<file path="src/rtl/x_arb_pkg.sv">
// Shared types and helpers for the 16-way round-robin arbiter.
// Requester count, ID width, FSM state type and grant encode/decode helpers.
package x_arb_pkg;

    localparam int NUM_REQ = 16;
    localparam int ID_W    = 4;

    typedef enum logic [0:0] {
        IDLE  = 1'b0,
        GRANT = 1'b1
    } arb_state_e;

    function automatic logic [ID_W-1:0] onehot_to_idx(input logic [NUM_REQ-1:0] oh);
        logic [ID_W-1:0] idx;
        idx = {ID_W{1'b0}};
        for (int i = 0; i < NUM_REQ; i++) begin
            if (oh[i]) begin
                idx = idx | ID_W'(i);
            end else begin
                idx = idx;
            end
        end
        return idx;
    endfunction

    function automatic logic [NUM_REQ-1:0] idx_to_onehot(input logic [ID_W-1:0] idx);
        return {{(NUM_REQ-1){1'b0}}, 1'b1} << idx;
    endfunction

endpackage

</file>
<file path="src/rtl/x_rr_arb16_if.sv">
// Request/grant bundle between the requesters (master) and the arbiter (slave).
interface x_rr_arb16_if;
    import x_arb_pkg::*;

    logic [NUM_REQ-1:0] req;
    logic               lock;
    logic [NUM_REQ-1:0] gnt;
    logic [ID_W-1:0]    gnt_id;
    logic               gnt_vld;
    logic               any_req;

    modport master (
        output req,
        output lock,
        input  gnt,
        input  gnt_id,
        input  gnt_vld,
        input  any_req
    );

    modport slave (
        input  req,
        input  lock,
        output gnt,
        output gnt_id,
        output gnt_vld,
        output any_req
    );

endinterface

</file>
<file path="src/rtl/rr_pick16.sv">
// Combinational round-robin pick: lowest request at or above the pointer,
// falling back to the lowest request overall when nothing sits above it.
module rr_pick16
    import x_arb_pkg::*;
(
    input  logic [NUM_REQ-1:0] i_req,
    input  logic [ID_W-1:0]    i_ptr,
    output logic [ID_W-1:0]    o_pick,
    output logic               o_found
);

    logic [NUM_REQ-1:0] w_mask;
    logic [NUM_REQ-1:0] w_masked;

    function automatic logic [ID_W-1:0] prio_enc(input logic [NUM_REQ-1:0] v);
        logic [ID_W-1:0] idx;
        idx = {ID_W{1'b0}};
        for (int i = NUM_REQ - 1; i >= 0; i--) begin
            if (v[i]) begin
                idx = ID_W'(i);
            end else begin
                idx = idx;
            end
        end
        return idx;
    endfunction

    // Masked priority encode with unmasked fallback; found doubles as ANY_REQ.
    always_comb begin
        w_mask   = {NUM_REQ{1'b1}} << i_ptr;
        w_masked = i_req & w_mask;
        o_found  = |i_req;
        if (|w_masked) begin
            o_pick = prio_enc(w_masked);
        end else begin
            o_pick = prio_enc(i_req);
        end
    end

endmodule

</file>
<file path="src/rtl/x_rr_arb16.sv">
// 16-requester round-robin arbiter with hold, lock and bounded-tenure preemption.
// Grant, grant ID and valid are registered; ANY_REQ is the combinational wide OR.
module x_rr_arb16
    import x_arb_pkg::*;
#(
    parameter int MAX_HOLD = 16,
    parameter int CNT_W    = 5
)
(
    input  logic       i_clk,
    input  logic       i_rst,
    x_rr_arb16_if.slave io_arb
);

    localparam logic [CNT_W-1:0] HOLD_MAX   = CNT_W'(MAX_HOLD);
    localparam logic [CNT_W:0]   HOLD_LIMIT = (CNT_W+1)'(MAX_HOLD);
    localparam logic             PREEMPT_EN = (MAX_HOLD != 0);

    arb_state_e         r_state;
    arb_state_e         w_state_nxt;
    logic [ID_W-1:0]    r_ptr;
    logic [ID_W-1:0]    w_ptr_nxt;
    logic [CNT_W-1:0]   r_cnt;
    logic [CNT_W-1:0]   w_cnt_nxt;
    logic [NUM_REQ-1:0] r_gnt;
    logic [NUM_REQ-1:0] w_gnt_nxt;
    logic [ID_W-1:0]    r_gnt_id;
    logic [ID_W-1:0]    w_gnt_id_nxt;
    logic               r_gnt_vld;
    logic               w_gnt_vld_nxt;

    logic [ID_W-1:0]    w_pick;
    logic               w_found;
    logic               w_owner_req;
    logic               w_others;
    logic               w_tenure_up;
    logic               w_preempt;
    logic               w_load;
    logic               w_clear;

    rr_pick16 u_pick (
        .i_req   (io_arb.req),
        .i_ptr   (r_ptr),
        .o_pick  (w_pick),
        .o_found (w_found)
    );

    // Owner status and the preemption condition for the current tenure.
    always_comb begin
        w_owner_req = io_arb.req[r_gnt_id];
        w_others    = |(io_arb.req & ~r_gnt);
        // CNT counts from 0, so the tenure is used up once CNT+1 reaches MAX_HOLD.
        w_tenure_up = (({1'b0, r_cnt} + {{CNT_W{1'b0}}, 1'b1}) >= HOLD_LIMIT);
        w_preempt   = PREEMPT_EN && w_tenure_up && !io_arb.lock && w_others;
    end

    // Next-state decision: load a new pick, clear to idle, or hold the owner.
    always_comb begin
        w_load  = 1'b0;
        w_clear = 1'b0;
        case (r_state)
            IDLE: begin
                if (w_found) begin
                    w_load = 1'b1;
                end else begin
                    w_clear = 1'b1;
                end
            end
            GRANT: begin
                if (!w_owner_req) begin
                    if (w_found) begin
                        w_load = 1'b1;
                    end else begin
                        w_clear = 1'b1;
                    end
                end else if (w_preempt) begin
                    w_load = 1'b1;
                end else begin
                    w_load = 1'b0;
                end
            end
            default: begin
                w_clear = 1'b1;
            end
        endcase
    end

    // Next register values derived from the decision above.
    always_comb begin
        w_state_nxt   = r_state;
        w_ptr_nxt     = r_ptr;
        w_cnt_nxt     = r_cnt;
        w_gnt_nxt     = r_gnt;
        w_gnt_id_nxt  = r_gnt_id;
        w_gnt_vld_nxt = r_gnt_vld;
        if (w_load) begin
            w_state_nxt   = GRANT;
            w_gnt_nxt     = idx_to_onehot(w_pick);
            w_gnt_id_nxt  = w_pick;
            w_gnt_vld_nxt = 1'b1;
            w_ptr_nxt     = w_pick + {{(ID_W-1){1'b0}}, 1'b1};
            w_cnt_nxt     = {CNT_W{1'b0}};
        end else if (w_clear) begin
            w_state_nxt   = IDLE;
            w_gnt_nxt     = {NUM_REQ{1'b0}};
            w_gnt_id_nxt  = {ID_W{1'b0}};
            w_gnt_vld_nxt = 1'b0;
            w_cnt_nxt     = {CNT_W{1'b0}};
        end else if (r_cnt != HOLD_MAX) begin
            w_cnt_nxt = r_cnt + {{(CNT_W-1){1'b0}}, 1'b1};
        end else begin
            w_cnt_nxt = r_cnt;
        end
    end

    // State, pointer, hold counter and registered outputs.
    always_ff @(posedge i_clk) begin
        if (i_rst) begin
            r_state   <= IDLE;
            r_ptr     <= {ID_W{1'b0}};
            r_cnt     <= {CNT_W{1'b0}};
            r_gnt     <= {NUM_REQ{1'b0}};
            r_gnt_id  <= {ID_W{1'b0}};
            r_gnt_vld <= 1'b0;
        end else begin
            r_state   <= w_state_nxt;
            r_ptr     <= w_ptr_nxt;
            r_cnt     <= w_cnt_nxt;
            r_gnt     <= w_gnt_nxt;
            r_gnt_id  <= w_gnt_id_nxt;
            r_gnt_vld <= w_gnt_vld_nxt;
        end
    end

    assign io_arb.gnt     = r_gnt;
    assign io_arb.gnt_id  = r_gnt_id;
    assign io_arb.gnt_vld = r_gnt_vld;
    assign io_arb.any_req = w_found;

endmodule

</file>
<file path="src/flat_wrapper.sv">
// flat-port wrapper written by rule: the top's interface ports become plain ports
module x_rr_arb16_flat import x_arb_pkg::*;
#(
    parameter int MAX_HOLD = 16,
    parameter int CNT_W    = 5
)
  (i_clk, i_rst, io_arb_req, io_arb_lock, io_arb_gnt, io_arb_gnt_id, io_arb_gnt_vld, io_arb_any_req);
  x_rr_arb16_if io_arb_i ();
  input  logic i_clk;
  input  logic i_rst;
  input wire logic [$bits(io_arb_i.req)-1:0] io_arb_req;
  input wire logic [$bits(io_arb_i.lock)-1:0] io_arb_lock;
  output wire logic [$bits(io_arb_i.gnt)-1:0] io_arb_gnt;
  output wire logic [$bits(io_arb_i.gnt_id)-1:0] io_arb_gnt_id;
  output wire logic [$bits(io_arb_i.gnt_vld)-1:0] io_arb_gnt_vld;
  output wire logic [$bits(io_arb_i.any_req)-1:0] io_arb_any_req;
  assign io_arb_i.req = io_arb_req;
  assign io_arb_i.lock = io_arb_lock;
  assign io_arb_gnt = io_arb_i.gnt;
  assign io_arb_gnt_id = io_arb_i.gnt_id;
  assign io_arb_gnt_vld = io_arb_i.gnt_vld;
  assign io_arb_any_req = io_arb_i.any_req;
  x_rr_arb16 #(.MAX_HOLD(MAX_HOLD), .CNT_W(CNT_W)) u_core (.i_clk(i_clk), .i_rst(i_rst), .io_arb(io_arb_i));
endmodule
</file>
<file path="config.mk">
export PLATFORM = sky130hd
export DESIGN_NAME = x_rr_arb16_flat
export DESIGN_NICKNAME = d
export VERILOG_FILES = /design/src/rtl/x_arb_pkg.sv /design/src/rtl/x_rr_arb16_if.sv /design/src/rtl/rr_pick16.sv /design/src/rtl/x_rr_arb16.sv /design/src/flat_wrapper.sv
export SDC_FILE = /design/constraint.sdc
export NUM_CORES = 1
export LEC_CHECK = 0
export ABC_AREA = 1
export BUFFER_PORTS_ARGS = -buffer_cell sky130_fd_sc_hd__buf_2
export CAP_MARGIN = 20
export CORE_UTILIZATION = 50
export CTS_CLUSTER_SIZE = 30
export DETAILED_ROUTE_END_ITERATION = 10
export GPL_TIMING_DRIVEN = 0
export PLACE_DENSITY = 0.71
export SYNTH_ARGS = -nofsm -noshare
export SYNTH_HDL_FRONTEND = slang
export SYNTH_SLANG_ARGS = --single-unit
export TNS_END_PERCENT = 10
</file>
<file path="constraint.sdc">
create_clock -name i_clk -period 3.35 [get_ports i_clk]
set_input_delay 0.335 -clock i_clk [delete_from_list [all_inputs] [get_ports i_clk]]
set_output_delay 0.335 -clock i_clk [all_outputs]
set_load 0.05 [all_outputs]
</file>
==> impl_summary.log, run 1 <==
[metrics] outcome: finished, final reports clean
[metrics] clock input transition at the sequential cells of the worst setup and hold paths: 0.07 ns
[metrics] per-cell routed wire length: 13.6 um
[metrics] Core Footprint: 3740 um^2
[metrics] switching share of power: 0.490
[metrics] relative contribution of the clock network to total power: 0.195
[metrics] Yosys top cell by area: sky130_fd_sc_hd__dfxtp_1
[metrics] first-pass GRT wire length: 9350 um
[metrics] simple-gate area share of the yosys netlist: 0.312
[metrics] WP buf/inv: 1
[metrics] first drt pass iteration count: 4
[metrics] Setup-failing EPs final: 0
[metrics] number of rows in the core area: 22
[metrics] period utilization: 0.775
[metrics] prevailing post-synth register cell: sky130_fd_sc_hd__dfxtp_1
[metrics] maximum fanout along the worst path: 6
[metrics] Post-Synthesis Net Count: 337
[metrics] number of global-route vias before repair: 1979
[metrics] Maximum Capacitance Violations: 0
[metrics] register area share after synthesis: 0.301
[metrics] worst-path cell chain: nand2_1, o21ai_1, nand2_1, nand2_1, nand2_1, a21oi_1, o21ai_1, nand3_1, o21a_1, inv_1, ha_1, ha_1, o21ai_0, a21oi_1
[metrics] buffers added on ports: 40
[metrics] violation count after the first detailed-routing iteration: 193
[metrics] unrepaired setup endpoints after global routing: no
[metrics] switching pwr: 0.782 mW
[metrics] post-synth cell types: 35
[metrics] number of enable-type register cells in the synthesized netlist: 0
[metrics] post-layout total power: 1.60 mW
[metrics] number of cells produced by synthesis: 310
[metrics] Worst Hold Class: in2reg
[metrics] Logic pwr share: 0.506
[metrics] most common cell type on the critical path: sky130_fd_sc_hd__nand2_1
[metrics] number of antenna violations at the first check in global routing: 0
[metrics] power density over the cells: 680 nW/um^2
[metrics] Register Area: 601 um^2
[metrics] global-route usage over all layers: 0.286
[metrics] via density per instance: 5.37
[metrics] post-route core utilization: 0.628
[metrics] CTS Root Buffer Type: sky130_fd_sc_hd__clkbuf_8
[metrics] Die Outline Area: 4250 um^2
[metrics] top library cells by usage in the layout, fill and taps aside: sky130_fd_sc_hd__nand2_1, sky130_fd_sc_hd__inv_1, sky130_fd_sc_hd__buf_2, sky130_fd_sc_hd__dfxtp_1
[metrics] final critical path time including I/O delays and setup: 2.60 ns
[metrics] Post-Synth XOR/XNOR Area: 0.00439
[metrics] share of the synthesized area in the top cell type: 0.301
[metrics] Synthesis Warnings: 0
[metrics] number of placed I/O pins: 41
[metrics] final worst clock skew: 0.00749 ns
[metrics] detailed-route wire length: 5520 um
[metrics] compound-gate portion of the synthesized area: 0.217
[metrics] Data required, critical path: 3.52 ns
[metrics] worst-case headroom to the max-slew limit: 0.678
[metrics] Least-Margin Pin Slew: 0.483 ns
[metrics] Die Span X: 65.2 um
[metrics] mux contribution to synthesized area: 0
[metrics] leading cell types by total area after synthesis: sky130_fd_sc_hd__dfxtp_1, sky130_fd_sc_hd__nand2_1, sky130_fd_sc_hd__inv_1, sky130_fd_sc_hd__a21oi_1, sky130_fd_sc_hd__nand3_1
[metrics] Antenna diodes: 0
[metrics] antenna viol nets, final: 0
[metrics] GRT Residual Overflow: 0
[metrics] number of buffers between clock root and the deepest sink: 2
[metrics] total number of vias: 2181
[metrics] clock insertion delay at the later pin of the skew report: 0.29 ns
[metrics] cts repair resizes: 0
[metrics] part of the power in registers: 0.299
[metrics] Area Growth Syn to Fin: 17.8%
[metrics] TNS Setup: 0 ns
[metrics] number of filler cells placed in the layout: 391
[metrics] CP top delay family: compound AO/OA/AOI/OAI gates
[metrics] Pleak: 1.13 nW
[metrics] footprint of the multi-input gates: 1160 um^2
[metrics] final weighted congestion of routability-driven global placement: 0.919
[metrics] crit path launch type: flop
[metrics] maximum resistive drop on vdd: 0.465 mV
[metrics] count of unresolved DRC violations after routing: 0
[metrics] average instance area after synthesis: 6.43 um^2
[metrics] Final Hold Vio Count: 0
[metrics] Post-CTS Repair Setup Buffers: 0
[metrics] Post-CTS Hold Fix Bufs: 0
[metrics] FMAX: 0.385 GHz
[metrics] CTS tree: yes
[metrics] most frequent standard cell in the layout excluding fill and tap cells: sky130_fd_sc_hd__nand2_1
[metrics] synthesized area: 1990 um^2
[metrics] share of flip-flops with an asynchronous set or reset: 0
[metrics] post-synthesis share of cell area spent on full adders, half adders and majority gates: 0.0502
[metrics] Slowest cell on crit path: sky130_fd_sc_hd__dfxtp_1
[metrics] dominant combinational cell family by area after synthesis: simple AND/OR/NAND/NOR gates
[metrics] total of flip-flops plus latches after synthesis: 30
[metrics] initial cell density of the core: 0.533
[metrics] fraction of layout instances using a drive strength above 1: 0.198
[metrics] Worst path max stage delay: 0.47 ns
[metrics] die height: 65.2 um
[metrics] type of the setup path with the least slack: reg2reg
[metrics] Worst setup EP type: flop
[metrics] Internal Power: 0.815 mW
[metrics] half-perimeter wire length after placement: 4410 um
[metrics] clock buffers created by TritonCTS: 5
[metrics] Max Transition Viols Final: 0
[metrics] number of H-tree branching levels: 2
[metrics] maximum number of pins on one net before global-route repair: 11
[metrics] final net count: 384
[metrics] Arr. time, crit path: 2.77 ns
[metrics] number of clock sinks: 30
-- metal layers --
metal,GRT usage,up-vias,part of all wire
met1,0.403,993,0.49
met4,0.0571,0,0.0062
li1,-,1122,-
met5,0,-,0
met2,0.452,61,0.44
met3,0.0590,5,0.066
-- synth_stat cells, types with 2 or more instances --
master	count
sky130_fd_sc_hd__nand2_1	65
sky130_fd_sc_hd__inv_1	49
sky130_fd_sc_hd__dfxtp_1	30
sky130_fd_sc_hd__a21oi_1	28
sky130_fd_sc_hd__nor2_1	28
sky130_fd_sc_hd__nand3_1	26
sky130_fd_sc_hd__o21ai_0	17
sky130_fd_sc_hd__o22ai_1	9
sky130_fd_sc_hd__ha_1	8
sky130_fd_sc_hd__inv_2	5
sky130_fd_sc_hd__o21ai_1	4
sky130_fd_sc_hd__o32ai_1	4
sky130_fd_sc_hd__buf_2	3
sky130_fd_sc_hd__nand2_2	3
sky130_fd_sc_hd__nor3_1	3
sky130_fd_sc_hd__a22oi_1	2
sky130_fd_sc_hd__clkinv_1	2
sky130_fd_sc_hd__nand2_4	2
sky130_fd_sc_hd__nand4_1	2
sky130_fd_sc_hd__nor2_2	2
sky130_fd_sc_hd__nor4_1	2
sky130_fd_sc_hd__o211ai_2	2
sky130_fd_sc_hd__o21ai_2	2
-- power by group through the flow --
| stage | logic, mW | registers, mW | clock network, mW |
|---|---|---|---|
| finish | 0.808 | 0.477 | 0.312 |
| global route | 0.906 | 0.482 | 0.324 |
| detailed placement | 0.795 | 0.482 | 0 |
| global placement | 0.792 | 0.479 | 0 |
| CTS | 0.801 | 0.474 | 0.312 |
| floorplan | 0.488 | 0.589 | 0 |
-- final timing paths --
kind | cells past startpoint | slack (ns) | endpoint | startpoint
max | 14 | 0.75 | u_core.r_ptr[2] | u_core.r_ptr[3]
min reg2reg | 2 | 0.49 | u_core.r_ptr[0] | u_core.r_ptr[0]
max reg2reg | 14 | 0.75 | u_core.r_ptr[2] | u_core.r_ptr[3]
min | 2 | 0.33 | u_core.io_arb.gnt[5] | i_rst
-- area by class of cell --
cell class / count / area share
multi-input cells: 220 / 0.496
flip-flops and latches: 30 / 0.256
inverters: 56 / 0.0895
repair buffers: 40 / 0.0852
clock buffers: 6 / 0.0351
well taps: 48 / 0.0256
plain buffers: 4 / 0.00799
clock inverters: 2 / 0.00532
-- registers in the layout, summed over array words and instances (netlist names) --
register              flops
u_core.io_arb.gnt        16
u_core.r_cnt              5
u_core.io_arb.gnt_id      4
u_core.r_ptr              4
u_core.r_state            1
-- through the flow --
step           setup WS, ns  hold WS, ns  std cells  cell area (um^2)
3_5_place_dp          0.800        0.478        398              2250
5_1_grt               0.448        0.349        406              2350
6_report              0.754        0.333        406              2350
4_1_cts               0.775        0.336        406              2350
3_3_place_gp          0.839        0.458        398              2250
2_1_floorplan          1.17        0.441        310              1990
-- kinds of logic (layout without fill, tap and decap cells) --
kind of cell	after synthesis	after routing
AND/OR/NAND/NOR	138	138
XOR/XNOR	1	1
buffers and inverters	60	108
AO/OA/AOI/OAI	73	73
flip-flops	30	30
adder cells (fa/ha/maj)	8	8
Note: power is estimated with default switching activity, not from simulation.
==> inputs of run 2 (changes only) <==
ABC_AREA = 0   (was 1)
PLACE_DENSITY = 0.73   (was 0.71)
clock period = 2.35 ns   (was 3.35 ns; I/O delays follow)
==> impl_summary.log, run 2 <==
[metrics] first-pass GRT wire length: 10500 um (was 9350 um)
[metrics] average instance area after synthesis: 8.73 um^2 (was 6.43 um^2)
[metrics] relative contribution of the clock network to total power: 0.170 (was 0.195)
[metrics] Final Hold Vio Count: 0 (unchanged)
[metrics] Antenna diodes: 0 (unchanged)
[metrics] detailed-route wire length: 6690 um (was 5520 um)
[metrics] prevailing post-synth register cell: sky130_fd_sc_hd__dfxtp_1 (unchanged)
[metrics] number of clock sinks: 30 (unchanged)
[metrics] Max Transition Viols Final: 0 (unchanged)
[metrics] clock buffers created by TritonCTS: 5 (unchanged)
[metrics] number of rows in the core area: 23 (was 22)
[metrics] Slowest cell on crit path: sky130_fd_sc_hd__or4b_4 (was sky130_fd_sc_hd__dfxtp_1)
[metrics] Arr. time, crit path: 2.64 ns (was 2.77 ns)
[metrics] number of H-tree branching levels: 2 (unchanged)
[metrics] share of flip-flops with an asynchronous set or reset: 0 (unchanged)
[metrics] Setup-failing EPs final: 14 (was 0)
[metrics] crit path launch type: flop (unchanged)
[metrics] most frequent standard cell in the layout excluding fill and tap cells: sky130_fd_sc_hd__buf_2 (was sky130_fd_sc_hd__nand2_1)
[metrics] total of flip-flops plus latches after synthesis: 30 (unchanged)
[metrics] start point of the worst min-delay path: i_rst (unchanged)
[metrics] Least-Margin Pin Slew: 0.693 ns (was 0.483 ns)
[metrics] part of the power in registers: 0.280 (was 0.299)
[metrics] minimum setup slack after placement: -0.554 ns (was 0.800 ns)
[metrics] Synthesis Warnings: 0 (unchanged)
[metrics] antenna viol nets, final: 0 (unchanged)
[metrics] violation count after the first detailed-routing iteration: 126 (was 193)
[metrics] count of placed standard cells including taps: 328 (was 398)
[metrics] Worst Hold Class: in2reg (unchanged)
[metrics] sink of the worst hold path: u_core.io_arb.gnt_id[0] (was u_core.io_arb.gnt[5])
[metrics] first drt pass iteration count: 5 (was 4)
[metrics] TNS Setup: -0.619 ns (was 0 ns)
[metrics] failing checks: negative setup slack
[metrics] footprint of the multi-input gates: 1520 um^2 (was 1160 um^2)
[metrics] Worst R2R Start: u_core.r_ptr[1] (was u_core.r_ptr[3])
[metrics] Synth top cells by count: sky130_fd_sc_hd__dfxtp_1, sky130_fd_sc_hd__nand2b_1, sky130_fd_sc_hd__a22o_1, sky130_fd_sc_hd__nor2_1 (was sky130_fd_sc_hd__nand2_1, sky130_fd_sc_hd__inv_1, sky130_fd_sc_hd__dfxtp_1, sky130_fd_sc_hd__a21oi_1, sky130_fd_sc_hd__nor2_1)
[metrics] initial cell density of the core: 0.520 (was 0.533)
[metrics] final non-filler cell total: 348 (was 406)
[metrics] number of filler cells placed in the layout: 333 (was 391)
[metrics] Hold Worst Slack: 0.431 ns (was 0.333 ns)
[metrics] GRT Residual Overflow: 0 (unchanged)
[metrics] synthesized area: 2080 um^2 (was 1990 um^2)
[metrics] post-synth cell types: 51 (was 35)
[metrics] Die Outline Area: 4420 um^2 (was 4250 um^2)
[metrics] FMAX: 0.402 GHz (was 0.385 GHz)
[metrics] Worst setup EP type: flop (unchanged)
[metrics] number of buffers between clock root and the deepest sink: 2 (unchanged)
[metrics] unrepaired setup endpoints after global routing: yes (was no)
[metrics] fraction of layout instances using a drive strength above 1: 0.376 (was 0.198)
[metrics] maximum fanout along the worst path: 4 (was 6)
[metrics] global-route usage over all layers: 0.325 (was 0.286)
[metrics] maximum resistive drop on vdd: 0.687 mV (was 0.465 mV)
[metrics] outcome: complete, but fails checks (was finished, final reports clean)
[metrics] worst-case headroom to the max-slew limit: 0.532 (was 0.678)
[metrics] worst setup slack after layout: -0.136 ns (was 0.754 ns)
[metrics] Logic pwr share: 0.550 (was 0.506)
[metrics] Yosys top cell by area: sky130_fd_sc_hd__dfxtp_1 (unchanged)
[metrics] final cell area excluding filler cells: 2710 um^2 (was 2350 um^2)
[metrics] CTS Root Buffer Type: sky130_fd_sc_hd__clkbuf_8 (unchanged)
[metrics] Internal Power: 1.40 mW (was 0.815 mW)
[metrics] Post-Synthesis Net Count: 265 (was 337)
[metrics] CP top delay family: simple AND/OR/NAND/NOR gates (was compound AO/OA/AOI/OAI gates)
[metrics] via density per instance: 6.36 (was 5.37)
[metrics] number of global-route vias before repair: 2087 (was 1979)
[metrics] Register Area: 616 um^2 (was 601 um^2)
[metrics] buffers added on ports: 40 (unchanged)
[metrics] leading cell types by total area after synthesis: sky130_fd_sc_hd__dfxtp_1, sky130_fd_sc_hd__a22o_1, sky130_fd_sc_hd__nand2b_1, sky130_fd_sc_hd__ha_1, sky130_fd_sc_hd__mux4_1 (was sky130_fd_sc_hd__dfxtp_1, sky130_fd_sc_hd__nand2_1, sky130_fd_sc_hd__inv_1, sky130_fd_sc_hd__a21oi_1, sky130_fd_sc_hd__nand3_1)
[metrics] total number of vias: 2212 (was 2181)
[metrics] Pleak: 1.14 nW (was 1.13 nW)
[metrics] clock input transition at the sequential cells of the worst setup and hold paths: 0.06 ns (was 0.07 ns)
[metrics] flip-flop count of the largest register after layout: 16 (unchanged)
[metrics] type of the setup path with the least slack: reg2reg (unchanged)
[metrics] number of cells produced by synthesis: 238 (was 310)
[metrics] Worst path max stage delay: 0.51 ns (was 0.47 ns)
[metrics] clock insertion delay at the later pin of the skew report: 0.28 ns (was 0.29 ns)
[metrics] final weighted congestion of routability-driven global placement: 0.937 (was 0.919)
[metrics] terminus of the critical flop-to-flop path: u_core.r_ptr[2] (unchanged)
[metrics] most common cell type on the critical path: sky130_fd_sc_hd__ha_4 (was sky130_fd_sc_hd__nand2_1)
[metrics] final worst clock skew: 0.00643 ns (was 0.00749 ns)
[metrics] most frequent cell after synthesis: sky130_fd_sc_hd__dfxtp_1 (was sky130_fd_sc_hd__nand2_1)
[metrics] share of the synthesized area in the top cell type: 0.289 (was 0.301)
[metrics] Area Growth Syn to Fin: 30.6% (was 17.8%)
[metrics] die height: 66.5 um (was 65.2 um)
[metrics] half-perimeter wire length after placement: 4620 um (was 4410 um)
[metrics] number of enable-type register cells in the synthesized netlist: 0 (unchanged)
[metrics] final net count: 324 (was 384)
[metrics] Die Span X: 66.5 um (was 65.2 um)
[metrics] Maximum Capacitance Violations: 0 (unchanged)
[metrics] worst reg-to-reg path cell count: 12 (was 14)
[metrics] worst-path cell chain: clkbuf_16, or4b_4, o21ai_2, a22oi_2, a311oi_2, a21oi_2, nor2_4, inv_2, ha_4, ha_4, mux2i_1, nor2_1 (was nand2_1, o21ai_1, nand2_1, nand2_1, nand2_1, a21oi_1, o21ai_1, nand3_1, o21a_1, inv_1, ha_1, ha_1, o21ai_0, a21oi_1)
[metrics] Hold Path Depth: 4 (was 2)
[metrics] register area share after synthesis: 0.289 (was 0.301)
[metrics] number of antenna violations at the first check in global routing: 0 (unchanged)
[metrics] count of unresolved DRC violations after routing: 0 (unchanged)
[metrics] CTS tree: yes (unchanged)
[metrics] top library cells by usage in the layout, fill and taps aside: sky130_fd_sc_hd__buf_2, sky130_fd_sc_hd__dfxtp_1, sky130_fd_sc_hd__nand2b_1, sky130_fd_sc_hd__a22o_1, sky130_fd_sc_hd__nor2_1 (was sky130_fd_sc_hd__nand2_1, sky130_fd_sc_hd__inv_1, sky130_fd_sc_hd__buf_2, sky130_fd_sc_hd__dfxtp_1)
[metrics] Data required, critical path: 2.50 ns (was 3.52 ns)
[metrics] total cell area at the placement stage: 2380 um^2 (was 2250 um^2)
[metrics] switching share of power: 0.441 (was 0.490)
[metrics] number of placed I/O pins: 41 (unchanged)
[metrics] per-cell routed wire length: 19.2 um (was 13.6 um)
[metrics] period utilization: 1.06 (was 0.775)
[metrics] Core Footprint: 4000 um^2 (was 3740 um^2)
[metrics] WP buf/inv: 2 (was 1)
[metrics] flop-to-flop setup slack: -0.14 ns (was 0.75 ns)
[metrics] final critical path time including I/O delays and setup: 2.49 ns (was 2.60 ns)
[metrics] maximum number of pins on one net before global-route repair: 11 (unchanged)
[metrics] switching pwr: 1.11 mW (was 0.782 mW)
[metrics] power density over the cells: 925 nW/um^2 (was 680 nW/um^2)
[run 2: cell types whose count changed after synthesis, sizes merged, moves of 5 or more]
| cell | previous run | this run |
|---|---|---|
| clkbuf | 1 | 8 |
| mux4 | 0 | 5 |
| o22ai | 9 | 0 |
| nand3 | 27 | 3 |
| nor2b | 0 | 6 |
| nand2 | 70 | 15 |
| o21ai | 23 | 12 |
| a21oi | 28 | 13 |
| inv | 54 | 14 |
| a22o | 0 | 17 |
| nand2b | 0 | 18 |
| nor2 | 31 | 16 |
[run 2: worst max path at each step]
stage / startpoint / to / slack (ns) / depth (start not counted)
after detailed placement: u_core.r_ptr[2] / u_core.r_ptr[2] / -0.55 / 12
final: u_core.r_ptr[1] / u_core.r_ptr[2] / -0.14 / 12
after global routing: u_core.r_ptr[1] / u_core.r_ptr[2] / -0.25 / 12
after global placement: u_core.r_ptr[2] / u_core.r_ptr[2] / -0.53 / 12
after CTS: u_core.r_ptr[1] / u_core.r_ptr[2] / -0.13 / 12
after floorplan: u_core.r_ptr[0] / u_core.r_ptr[2] / -0.11 / 12
[run 2: metrics by stage]
step,util,power (mW)
2_1_floorplan,-,1.49
3_3_place_gp,0.596,1.79
3_5_place_dp,0.596,1.81
4_1_cts,0.663,2.43
5_1_grt,0.678,2.63
6_report,0.678,2.51
[run 2: what timing repair did]
action                                  4_1_cts  5_1_grt
endpoints found under the setup margin       23       23
hold buffers                                  0        0
pin swaps                                    12        8
buffers inserted                             12        1
resized for setup                            21       17
[run 2: cell families after synthesis]
family,Yosys count,share of synthesized area
compound gates,76,0.275
xor+xnor,4,0.0169
fa+ha+maj,8,0.0482
buf+inv,22,0.0397
flops,30,0.289
mux,8,0.0741
simple gates,90,0.257
[run 2: cell type report]
cell class                      instances  area share
Multi-Input combinational cell        186       0.561
Clock buffer                            7      0.0318
Timing Repair Buffer                   53       0.112
Inverter                               14      0.0194
Tap cell                               50      0.0231
Sequential cell                        30       0.227
Clock inverter                          1     0.00184
Buffer                                  7      0.0235
[run 2: layer usage]
layer	routed length (um)	track usage	share of wire
met5	0	0	0
met4	179	0.138	0.027
met3	450	0.0634	0.067
met2	3320	0.546	0.50
met1	2740	0.403	0.41
[run 2: power by group through the flow]
stage	Sequential [mW]	Clock, mW	Combinational, mW
after floorplan	0.845	0	0.644
after global placement	0.691	0	1.10
after detailed placement	0.696	0	1.11
after CTS	0.697	0.435	1.30
after global routing	0.715	0.457	1.46
final	0.701	0.427	1.38
[run 2: worst reg2reg max path: stages, from the launching register on]
cell	delay, ns
sky130_fd_sc_hd__dfxtp_4	0.35
sky130_fd_sc_hd__clkbuf_16	0.15
sky130_fd_sc_hd__or4b_4	0.51
sky130_fd_sc_hd__o21ai_2	0.08
sky130_fd_sc_hd__a22oi_2	0.08
sky130_fd_sc_hd__a311oi_2	0.25
sky130_fd_sc_hd__a21oi_2	0.14
sky130_fd_sc_hd__nor2_4	0.15
sky130_fd_sc_hd__inv_2	0.07
sky130_fd_sc_hd__ha_4	0.17
sky130_fd_sc_hd__ha_4	0.24
sky130_fd_sc_hd__mux2i_1	0.12
sky130_fd_sc_hd__nor2_1	0.06
==> inputs of run 3 (changes only) <==
CTS_BUF_LIST = sky130_fd_sc_hd__clkbuf_16   (was default)
==> impl_summary.log, run 3 (synthesis results as in run 2) <==
[metrics] Area Growth Syn to Fin: 33.7% (was 30.6%)
[metrics] outcome: complete, but fails checks (unchanged)
[metrics] Die Span X: 66.5 um (unchanged)
[metrics] failing checks: negative setup slack (unchanged)
[metrics] flip-flop count of the largest register after layout: 16 (unchanged)
[metrics] first-pass GRT wire length: 10600 um (was 10500 um)
[metrics] maximum number of pins on one net before global-route repair: 11 (unchanged)
[metrics] Worst Hold Class: in2reg (unchanged)
[metrics] global-route usage over all layers: 0.329 (was 0.325)
[metrics] Least-Margin Pin Slew: 0.697 ns (was 0.693 ns)
[metrics] worst setup slack after layout: -0.136 ns (about the same)
[metrics] die height: 66.5 um (unchanged)
[metrics] detailed-route wire length: 6760 um (was 6690 um)
[metrics] Final Hold Vio Count: 0 (unchanged)
[metrics] worst-case headroom to the max-slew limit: 0.529 (was 0.532)
[metrics] Arr. time, crit path: 2.63 ns (was 2.64 ns)
[metrics] final non-filler cell total: 350 (was 348)
[metrics] count of placed standard cells including taps: 328 (unchanged)
[metrics] number of filler cells placed in the layout: 315 (was 333)
[metrics] final worst clock skew: 0.00981 ns (was 0.00643 ns)
[metrics] Maximum Capacitance Violations: 0 (unchanged)
[metrics] number of clock sinks: 30 (unchanged)
[metrics] number of buffers between clock root and the deepest sink: 2 (unchanged)
[metrics] Data required, critical path: 2.49 ns (was 2.50 ns)
[metrics] Die Outline Area: 4420 um^2 (unchanged)
[metrics] power density over the cells: 970 nW/um^2 (was 925 nW/um^2)
[metrics] GRT Residual Overflow: 0 (unchanged)
[metrics] sink of the worst hold path: u_core.io_arb.gnt_id[1] (was u_core.io_arb.gnt_id[0])
[metrics] Antenna diodes: 0 (unchanged)
[metrics] via density per instance: 6.28 (was 6.36)
[metrics] number of placed I/O pins: 41 (unchanged)
[metrics] count of unresolved DRC violations after routing: 0 (unchanged)
[metrics] maximum fanout along the worst path: 4 (unchanged)
[metrics] final net count: 326 (was 324)
[metrics] initial cell density of the core: 0.520 (unchanged)
[metrics] Pleak: 1.17 nW (was 1.14 nW)
[metrics] CTS tree: yes (unchanged)
[metrics] Max Transition Viols Final: 0 (unchanged)
[metrics] number of global-route vias before repair: 2115 (was 2087)
[metrics] type of the setup path with the least slack: reg2reg (unchanged)
[metrics] worst reg-to-reg path cell count: 12 (unchanged)
[metrics] antenna viol nets, final: 0 (unchanged)
[metrics] Worst setup EP type: flop (unchanged)
[metrics] FMAX: 0.402 GHz (about the same)
[metrics] clock buffers created by TritonCTS: 5 (unchanged)
[metrics] Hold Worst Slack: 0.450 ns (was 0.431 ns)
[metrics] terminus of the critical flop-to-flop path: u_core.r_ptr[2] (unchanged)
[metrics] top library cells by usage in the layout, fill and taps aside: sky130_fd_sc_hd__buf_2, sky130_fd_sc_hd__dfxtp_1, sky130_fd_sc_hd__nand2b_1, sky130_fd_sc_hd__a22o_1, sky130_fd_sc_hd__nor2_1 (unchanged)
[metrics] clock insertion delay at the later pin of the skew report: 0.27 ns (was 0.28 ns)
[metrics] number of H-tree branching levels: 2 (unchanged)
[metrics] final weighted congestion of routability-driven global placement: 0.937 (unchanged)
[metrics] Hold Path Depth: 4 (unchanged)
[metrics] unrepaired setup endpoints after global routing: yes (unchanged)
[metrics] half-perimeter wire length after placement: 4620 um (unchanged)
[metrics] buffers added on ports: 40 (unchanged)
[metrics] Core Footprint: 4000 um^2 (unchanged)
[metrics] start point of the worst min-delay path: i_rst (unchanged)
[metrics] flop-to-flop setup slack: -0.14 ns (about the same)
[metrics] number of antenna violations at the first check in global routing: 0 (unchanged)
[metrics] per-cell routed wire length: 19.3 um (was 19.2 um)
[metrics] Setup-failing EPs final: 15 (was 14)
[metrics] maximum resistive drop on vdd: 0.739 mV (was 0.687 mV)
[metrics] period utilization: 1.06 (about the same)
[metrics] CTS Root Buffer Type: sky130_fd_sc_hd__clkbuf_16 (was sky130_fd_sc_hd__clkbuf_8)
[metrics] Worst R2R Start: u_core.r_ptr[1] (unchanged)
[metrics] number of rows in the core area: 23 (unchanged)
[metrics] TNS Setup: -0.491 ns (was -0.619 ns)
[metrics] final critical path time including I/O delays and setup: 2.49 ns (about the same)
[metrics] total number of vias: 2199 (was 2212)
[metrics] clock input transition at the sequential cells of the worst setup and hold paths: 0.05 ns (was 0.06 ns)
[metrics] violation count after the first detailed-routing iteration: 178 (was 126)
[metrics] fraction of layout instances using a drive strength above 1: 0.370 (was 0.376)
[metrics] most frequent standard cell in the layout excluding fill and tap cells: sky130_fd_sc_hd__buf_2 (unchanged)
[metrics] first drt pass iteration count: 4 (was 5)
[metrics] crit path launch type: flop (unchanged)
==> run 3: changes by cell type in the layout (fill, tap and decap cells not counted), sizes merged <==
cell,change
clkbuf,-2
clkinv,+1
inv,+1
buf,+2
==> run 3: worst max-delay path by stage <==
stage          slack, ns         endpoint             from  depth (start not counted)
5_1_grt            -0.26  u_core.r_ptr[2]  u_core.r_ptr[1]                         12
3_5_place_dp       -0.55  u_core.r_ptr[2]  u_core.r_ptr[2]                         12
4_1_cts            -0.12  u_core.r_ptr[2]  u_core.r_ptr[1]                         12
3_3_place_gp       -0.53  u_core.r_ptr[2]  u_core.r_ptr[2]                         12
2_1_floorplan      -0.11  u_core.r_ptr[2]  u_core.r_ptr[0]                         12
6_report           -0.14  u_core.r_ptr[2]  u_core.r_ptr[1]                         12
==> run 3: repair_timing <==
| item | in CTS | in global routing |
|---|---|---|
| pin swaps | 12 | 9 |
| setup buffers | 13 | 2 |
| hold buffers | 0 | 0 |
| setup endpoints to repair | 23 | 23 |
| gates resized for setup | 21 | 15 |
==> run 3: stage by stage <==
stage,setup WS (ns),util,area [um^2],power [mW]
after floorplan,-0.108,-,2120,1.49
after global placement,-0.530,0.596,2380,1.79
after detailed placement,-0.554,0.596,2380,1.81
after CTS,-0.123,0.677,2710,2.60
after global routing,-0.255,0.694,2780,2.82
final,-0.136,0.694,2780,2.70
==> run 3: critical path: stages (launching register included) <==
cell and delay [ns]:
sky130_fd_sc_hd__dfxtp_4 0.34, sky130_fd_sc_hd__clkbuf_16 0.15, sky130_fd_sc_hd__or4b_4 0.51, sky130_fd_sc_hd__o21ai_2 0.08, sky130_fd_sc_hd__a22oi_2 0.08, sky130_fd_sc_hd__a311oi_2 0.25, sky130_fd_sc_hd__a21oi_2 0.14, sky130_fd_sc_hd__nor2_4 0.16
sky130_fd_sc_hd__inv_2 0.08, sky130_fd_sc_hd__ha_4 0.18, sky130_fd_sc_hd__ha_4 0.22, sky130_fd_sc_hd__mux2i_1 0.12, sky130_fd_sc_hd__nor2_1 0.06
==> run 3: final cells by class <==
| type | count | area (um^2) | area share |
|---|---|---|---|
| repair buffers | 55 | 320 | 0.115 |
| clock inverters | 3 | 12.5 | 0.00450 |
| clock buffers | 5 | 125 | 0.0450 |
| multi-input cells | 186 | 1530 | 0.550 |
| flip-flops and latches | 30 | 616 | 0.222 |
| well taps | 50 | 62.6 | 0.0225 |
| inverters | 14 | 52.6 | 0.0189 |
| plain buffers | 7 | 62.6 | 0.0225 |
==> run 3: layer usage <==
layer,track usage,share of wire,vias to the layer above
met1,0.404,0.41,1050
met5,0,0,-
li1,-,-,1024
met2,0.552,0.49,109
met4,0.141,0.028,0
met3,0.0702,0.066,16
==> run 3: report_power, final <==
| part | total (mW) | internal [mW] | switching, mW |
|---|---|---|---|
| sequential | 0.702 | 0.605 | 0.0978 |
| combinational | 1.40 | 0.573 | 0.827 |
| clock | 0.594 | 0.381 | 0.212 |
